`src/rtl/draw_board_background.sv`:
```
// Pixel-pipeline stage painting the Memory Game playfield: edge lines, background, board,
// face-down tile grid and a blinking cursor outline. Timing passes through with 2-cycle latency.
module draw_board_background #(
  parameter int unsigned H_ACTIVE     = 1024,
  parameter int unsigned V_ACTIVE     = 768,
  parameter int unsigned GRID_COLS    = 4,
  parameter int unsigned GRID_ROWS    = 4,
  parameter int unsigned TILE_W       = 160,
  parameter int unsigned TILE_H       = 120,
  parameter int unsigned GAP          = 32,
  parameter int unsigned X0           = 144,
  parameter int unsigned Y0           = 96,
  parameter int unsigned OUTLINE      = 4,
  parameter int unsigned BLINK_FRAMES = 30,
  parameter logic [11:0] C_BG         = 12'h888,
  parameter logic [11:0] C_BOARD      = 12'h555,
  parameter logic [11:0] C_TILE       = 12'h248,
  parameter logic [11:0] C_CURSOR     = 12'hfff
) (
  input  logic        pclk,
  input  logic        rst_n,
  input  logic [10:0] vcount_in,
  input  logic [10:0] hcount_in,
  input  logic        vsync_in,
  input  logic        hsync_in,
  input  logic        vblnk_in,
  input  logic        hblnk_in,
  input  logic [2:0]  cursor_col,
  input  logic [2:0]  cursor_row,
  input  logic        blink_en,
  output logic [10:0] vcount_out,
  output logic [10:0] hcount_out,
  output logic        vsync_out,
  output logic        hsync_out,
  output logic        vblnk_out,
  output logic        hblnk_out,
  output logic [11:0] rgb_out
);

  localparam int unsigned PITCH_X = TILE_W + GAP;
  localparam int unsigned PITCH_Y = TILE_H + GAP;

  localparam logic [10:0] X0_C     = 11'(X0);
  localparam logic [10:0] Y0_C     = 11'(Y0);
  localparam logic [10:0] XEND_C   = 11'(X0 + GRID_COLS * PITCH_X - GAP);
  localparam logic [10:0] YEND_C   = 11'(Y0 + GRID_ROWS * PITCH_Y - GAP);
  localparam logic [10:0] PXM1_C   = 11'(PITCH_X - 1);
  localparam logic [10:0] PYM1_C   = 11'(PITCH_Y - 1);
  localparam logic [10:0] TW_C     = 11'(TILE_W);
  localparam logic [10:0] TH_C     = 11'(TILE_H);
  localparam logic [10:0] OL_C     = 11'(OUTLINE);
  localparam logic [10:0] TW_OL_C  = 11'(TILE_W - OUTLINE);
  localparam logic [10:0] TH_OL_C  = 11'(TILE_H - OUTLINE);
  localparam logic [10:0] HLAST_C  = 11'(H_ACTIVE - 1);
  localparam logic [10:0] VLAST_C  = 11'(V_ACTIVE - 1);
  localparam logic [3:0]  GC_C     = 4'(GRID_COLS);
  localparam logic [3:0]  GR_C     = 4'(GRID_ROWS);
  localparam logic [15:0] BFM1_C   = 16'(BLINK_FRAMES - 1);

  // Stage 1 state
  logic [10:0] vcount_q, vcount_d, hcount_q, hcount_d;
  logic        vsync_q, vsync_d, hsync_q, hsync_d, vblnk_q, vblnk_d, hblnk_q, hblnk_d;
  logic [10:0] x_off_q, x_off_d, y_off_q, y_off_d;
  logic [2:0]  col_q, col_d, row_q, row_d;
  logic        in_x_q, in_x_d, in_y_q, in_y_d;
  // Frame-rate control state
  logic        vsync_prev_q, vsync_prev_d;
  logic [2:0]  cur_col_q, cur_col_d, cur_row_q, cur_row_d;
  logic [15:0] frame_cnt_q, frame_cnt_d;
  logic        blink_phase_q, blink_phase_d;
  // Stage 2 state
  logic [10:0] vcount_o_q, vcount_o_d, hcount_o_q, hcount_o_d;
  logic        vsync_o_q, vsync_o_d, hsync_o_q, hsync_o_d, vblnk_o_q, vblnk_o_d;
  logic        hblnk_o_q, hblnk_o_d;
  logic [11:0] rgb_q, rgb_d;

  logic vsync_rise, in_tile, on_edge, is_cursor;

  always_comb begin
    vcount_d = vcount_in;
    hcount_d = hcount_in;
    vsync_d  = vsync_in;
    hsync_d  = hsync_in;
    vblnk_d  = vblnk_in;
    hblnk_d  = hblnk_in;
    x_off_d  = x_off_q;
    col_d    = col_q;
    y_off_d  = y_off_q;
    row_d    = row_q;
    in_x_d   = (hcount_in >= X0_C) && (hcount_in < XEND_C);
    in_y_d   = (vcount_in >= Y0_C) && (vcount_in < YEND_C);

    // Running tile counters; they assume hcount_in advances by one per pixel clock.
    if (hcount_in == X0_C) begin
      x_off_d = '0;
      col_d   = '0;
    end else if (in_x_d) begin
      if (x_off_q == PXM1_C) begin
        x_off_d = '0;
        col_d   = col_q + 3'd1;
      end else begin
        x_off_d = x_off_q + 11'd1;
      end
    end

    if (hcount_in == 11'd0) begin
      if (vcount_in == Y0_C) begin
        y_off_d = '0;
        row_d   = '0;
      end else if (in_y_d) begin
        if (y_off_q == PYM1_C) begin
          y_off_d = '0;
          row_d   = row_q + 3'd1;
        end else begin
          y_off_d = y_off_q + 11'd1;
        end
      end
    end
  end

  always_comb begin
    vsync_prev_d  = vsync_in;
    vsync_rise    = vsync_in && !vsync_prev_q;
    cur_col_d     = cur_col_q;
    cur_row_d     = cur_row_q;
    frame_cnt_d   = frame_cnt_q;
    blink_phase_d = blink_phase_q;

    if (vsync_rise) begin
      cur_col_d = cursor_col;
      cur_row_d = cursor_row;
    end

    // A disabled blink overrides a coincident wrap.
    if (!blink_en) begin
      frame_cnt_d   = '0;
      blink_phase_d = 1'b1;
    end else if (vsync_rise) begin
      if (frame_cnt_q >= BFM1_C) begin
        frame_cnt_d   = '0;
        blink_phase_d = !blink_phase_q;
      end else begin
        frame_cnt_d = frame_cnt_q + 16'd1;
      end
    end
  end

  always_comb begin
    vcount_o_d = vcount_q;
    hcount_o_d = hcount_q;
    vsync_o_d  = vsync_q;
    hsync_o_d  = hsync_q;
    vblnk_o_d  = vblnk_q;
    hblnk_o_d  = hblnk_q;

    in_tile   = in_x_q && in_y_q && (x_off_q < TW_C) && (y_off_q < TH_C);
    on_edge   = (x_off_q < OL_C) || (x_off_q >= TW_OL_C) ||
                (y_off_q < OL_C) || (y_off_q >= TH_OL_C);
    is_cursor = (col_q == cur_col_q) && (row_q == cur_row_q) &&
                ({1'b0, cur_col_q} < GC_C) && ({1'b0, cur_row_q} < GR_C);

    if (vblnk_q || hblnk_q)                       rgb_d = 12'h000;
    else if (vcount_q == 11'd0)                   rgb_d = 12'hff0;
    else if (vcount_q == VLAST_C)                 rgb_d = 12'hf00;
    else if (hcount_q == 11'd0)                   rgb_d = 12'h0f0;
    else if (hcount_q == HLAST_C)                 rgb_d = 12'h00f;
    else if (in_tile && is_cursor && on_edge && blink_phase_q) rgb_d = C_CURSOR;
    else if (in_tile)                             rgb_d = C_TILE;
    else if (in_x_q && in_y_q)                    rgb_d = C_BOARD;
    else                                          rgb_d = C_BG;
  end

  always_ff @(posedge pclk or negedge rst_n) begin
    if (!rst_n) begin
      vcount_q      <= '0;
      hcount_q      <= '0;
      vsync_q       <= 1'b0;
      hsync_q       <= 1'b0;
      vblnk_q       <= 1'b0;
      hblnk_q       <= 1'b0;
      x_off_q       <= '0;
      y_off_q       <= '0;
      col_q         <= '0;
      row_q         <= '0;
      in_x_q        <= 1'b0;
      in_y_q        <= 1'b0;
      vsync_prev_q  <= 1'b0;
      cur_col_q     <= '0;
      cur_row_q     <= '0;
      frame_cnt_q   <= '0;
      blink_phase_q <= 1'b1;
      vcount_o_q    <= '0;
      hcount_o_q    <= '0;
      vsync_o_q     <= 1'b0;
      hsync_o_q     <= 1'b0;
      vblnk_o_q     <= 1'b0;
      hblnk_o_q     <= 1'b0;
      rgb_q         <= '0;
    end else begin
      vcount_q      <= vcount_d;
      hcount_q      <= hcount_d;
      vsync_q       <= vsync_d;
      hsync_q       <= hsync_d;
      vblnk_q       <= vblnk_d;
      hblnk_q       <= hblnk_d;
      x_off_q       <= x_off_d;
      y_off_q       <= y_off_d;
      col_q         <= col_d;
      row_q         <= row_d;
      in_x_q        <= in_x_d;
      in_y_q        <= in_y_d;
      vsync_prev_q  <= vsync_prev_d;
      cur_col_q     <= cur_col_d;
      cur_row_q     <= cur_row_d;
      frame_cnt_q   <= frame_cnt_d;
      blink_phase_q <= blink_phase_d;
      vcount_o_q    <= vcount_o_d;
      hcount_o_q    <= hcount_o_d;
      vsync_o_q     <= vsync_o_d;
      hsync_o_q     <= hsync_o_d;
      vblnk_o_q     <= vblnk_o_d;
      hblnk_o_q     <= hblnk_o_d;
      rgb_q         <= rgb_d;
    end
  end

  assign vcount_out = vcount_o_q;
  assign hcount_out = hcount_o_q;
  assign vsync_out  = vsync_o_q;
  assign hsync_out  = hsync_o_q;
  assign vblnk_out  = vblnk_o_q;
  assign hblnk_out  = hblnk_o_q;
  assign rgb_out    = rgb_q;

endmodule
```
`config.mk`:
```
export PLATFORM = sky130hd
export DESIGN_NAME = draw_board_background
export DESIGN_NICKNAME = d
export VERILOG_FILES = /design/src/rtl/draw_board_background.sv
export SDC_FILE = /design/constraint.sdc
export NUM_CORES = 1
export LEC_CHECK = 0
export BUFFER_PORTS_ARGS = -buffer_cell sky130_fd_sc_hd__buf_2
export CAP_MARGIN = 20
export CORE_ASPECT_RATIO = 0.8
export CORE_UTILIZATION = 51
export DETAILED_ROUTE_END_ITERATION = 16
export PLACE_DENSITY_LB_ADDON = 0.08
export SYNTH_ARGS = -nofsm -noshare
export SYNTH_HDL_FRONTEND = slang
export SYNTH_SLANG_ARGS = --single-unit
```
`constraint.sdc`:
```
create_clock -name pclk -period 2 [get_ports pclk]
set_input_delay 0.4 -clock pclk [delete_from_list [all_inputs] [get_ports pclk]]
set_output_delay 0.4 -clock pclk [all_outputs]
set_load 0.005 [all_outputs]
```
==> impl_metrics.json <==
{
  "status": "completed",
  "synth_top_area_cell": "dfrtp_1",
  "drive_gt1_share_pct": 27.7,
  "cap_violations": 0,
  "grt_max_degree": 46,
  "cellPowerDensity_nw_per_um2": 970,
  "ir_drop_mv": 0.643,
  "initial_core_util_pct": 54.1,
  "cp-start-kind": "register",
  "antenna_found_initial": 0,
  "row_count": 30,
  "cpMaxStageDelayCell": "or4_1",
  "layout_min_cycle_time_ps": 1920,
  "ant_nets": 0,
  "synthesis.nets": 466,
  "crit_family": "simple AND/OR/NAND/NOR gates",
  "path_class": "register to register",
  "setup_viol": 0,
  "tightest_slew_ps": 495,
  "static-leakage-power_nw": 2.83,
  "avgSynthCellArea_um2": 11.1,
  "grt_use_total_pct": 23.1,
  "crit_buf_inv": 0,
  "layout.nets": 581,
  "dr.pass1.iters": 4,
  "synthCells": 424,
  "io_buffers": 72,
  "max_freq_mhz": 522,
  "numCtsBuffers": 17,
  "m1WireLength_um": 4830,
  "worstPathMaxFanout": 5,
  "syn_area_um2": 4710,
  "via_per_inst": 5.56,
  "grt_first_pass_wirelength_um": 16700,
  "num_io_pins": 73,
  "clock_skew_ps": 6.23,
  "wl_met3_um": 477,
  "drtIter0Drc": 236,
  "finalSetupTns_ps": 0,
  "cp.arrival_ps": 2240,
  "cp.required_ps": 2330,
  "yosys_register_bits": 115,
  "met2WireLength_um": 4760,
  "clkTransAtPathRegs_ps": 50,
  "grt_overflow_total": 0,
  "hp-class": "primary input to register",
  "maxSlewHeadroom_pct": 66.7,
  "ys_types": 59,
  "ys_seq_area_share_pct": 61.1,
  "ys_warn_count": 0,
  "rsz0062_at_grt": "false",
  "die_w_um": 109,
  "yosys-top-cells-area": "dfrtp_1, nand2_1, o21ai_0",
  "cts_tree": "done",
  "fin_crit_sh_pct": 95.8,
  "via_count": 3693,
  "fp.dieArea_um2": 9630,
  "syn_to_final_growth_pct": 27.9,
  "globalplace.congestion": 0.922,
  "clockBufferDepth": 2,
  "drt_wl_total_um": 10100,
  "grt_pass1_vias": 3546,
  "hpwl_um": 7240,
  "multiInputGateArea_um2": 1740,
  "final_cells": 664,
  "num-fill-cells": 642,
  "top_layer": "met4",
  "reg2reg_depth": 6,
  "routedWlPerCell_um": 15.3,
  "root_buffer": "clkbuf_16",
  "diodes": 0,
  "cp_slowest_stage_delay_ps": 420,
  "seq_area_um2": 2880,
  "synth-edff-count": 0,
  "synthFlopType": "dfrtp_1",
  "clk-insertion-delay-late_ps": 400,
  "synth_top_area_share_pct": 60.6,
  "hold_depth": 1,
  "cp.depth": 6,
  "async_reset_ff_share_pct": 100,
  "path_cells": "ha_1 -> nand3_1 -> or2_4 -> o31a_1 -> or4_1 -> a21oi_1",
  "cts.htree.levels": 4,
  "report.final.slew_viol_count": 0,
  "hold_viol_final": 0,
  "clkSinkCount": 115,
  "endpoint_kind": "register",
  "core_area_um2": 8710,
  "drc": 0,
  "place_inst": 630,
  "die_h_um": 88.0
}
[Yosys cell counts (5+ instances only)]
master    count
xor2_1        5
o21ai_0      26
o31ai_1       5
a21oi_1      15
nand2_1      40
and3_1       11
nor3_1       16
a22o_1       11
ha_1          7
clkbuf_1      5
nor4_1       16
inv_1        14
a31oi_1       5
dfrtp_1     114
nor2_1       34
nand4_1      11
nand3_1      17
or4_1         5
[cells by family (layout without fill, tap and decap cells)]
| family | after synthesis | after routing | share of synthesized area [%] |
|---|---|---|---|
| flops | 115 | 115 | 61.1 |
| simple gates | 180 | 180 | 20.0 |
| buf+inv | 25 | 153 | 2.39 |
| fa+ha+maj | 7 | 7 | 1.86 |
| xor+xnor | 6 | 6 | 1.12 |
| compound gates | 89 | 89 | 13.0 |
| mux | 2 | 2 | 0.478 |
[layout by cell type (no fill, tap or decap), drive strengths merged, types with 2 or more instances in the layout]
cell type  synthesis  final
dfrtp            114    114
buf                5    106
nand2             41     41
nor2              34     34
o21ai             27     27
clkbuf             6     20
nand3             18     18
nor4              16     16
nor3              16     16
inv               14     16
a21oi             15     15
nand4             11     11
and3              11     11
a22o              11     11
ha                 7      7
o31ai              6      6
or4                5      5
xor2               5      5
a31oi              5      5
clkinv             0      5
or2                5      5
a21o               4      4
a41oi              4      4
clkinvlp           0      4
and4               3      3
nand2b             3      3
and2               3      3
nor2b              3      3
o22ai              3      3
o211a              2      2
o21bai             2      2
mux2               2      2
nor4b              2      2
or3                2      2
a2111oi            2      2
o41ai              2      2
[repair_timing]
item / in CTS / in global routing
endpoints found under the setup margin: 0 / 2
endpoints found under the hold margin: 33 / 0
resized for setup: 0 / 4
buffers inserted: 0 / 1
hold buffers: 1 / 0
[worst reg2reg max path, cell delays in order (launching register included)]
cell and delay, ps:
dfrtp_1 370, ha_1 190, nand3_1 130, or2_4 280
o31a_1 300, or4_1 420, a21oi_1 150
[flip-flops by register name, indices dropped and copies added (netlist names), 3 cells and up]
signal and count:
frame_cnt_q 16, hcount_o_d 11, hcount_out 11, vcount_o_d 11, vcount_out 11, x_off_q 11, y_off_q 11, rgb_out 10
col_q 3, cur_col_q 3, cur_row_q 3, row_q 3
[through the flow]
stage	hold slack, ps	setup slack (ps)	util (%)	total power, mW	cell area [µm²]
after floorplan	104	35.0	-	2.81	4710
after global placement	335	-78.0	62.3	3.04	5430
after detailed placement	336	-68.9	62.3	3.05	5430
after CTS	94.7	66.3	68.9	5.89	6000
after global routing	93.0	8.80	69.2	6.06	6020
final	109	83.8	69.2	5.84	6020
[power by group]
| part | leakage (nW) | total [mW] | internal (mW) | switching, mW |
|---|---|---|---|---|
| Sequential | 1.43 | 2.59 | 2.47 | 0.118 |
| Combinational | 1.14 | 0.433 | 0.200 | 0.233 |
| Clock | 0.269 | 2.82 | 1.77 | 1.05 |
[final timing paths]
| kind | slack, ps | start | to |
|---|---|---|---|
| min | 110 | hsync_in | hsync_o_d |
| min reg2reg | 350 | hsync_o_d | hsync_out |
| max reg2reg | 80 | x_off_q[0] | col_q[2] |
| max in group asynchronous | 890 | rst_n | x_off_q[7] |
| max | 80 | x_off_q[0] | col_q[2] |
| min in group asynchronous | 510 | rst_n | vcount_out[7] |
[layout make-up]
class,instances,area share (%)
clock buffer,20,7.58
clock inverter,12,1.77
inverter,14,0.872
multi-input combinational,284,28.8
sequential,115,47.8
tap,112,2.33
timing repair buffer,107,10.8
[layer usage]
layer  global-route usage [%]  up-vias
met4                     9.70        0
li1                         -     1793
met5                        0        -
met2                     35.5       96
met1                     32.0     1798
met3                     5.06        6
Note: power is estimated with default switching activity, not from simulation.
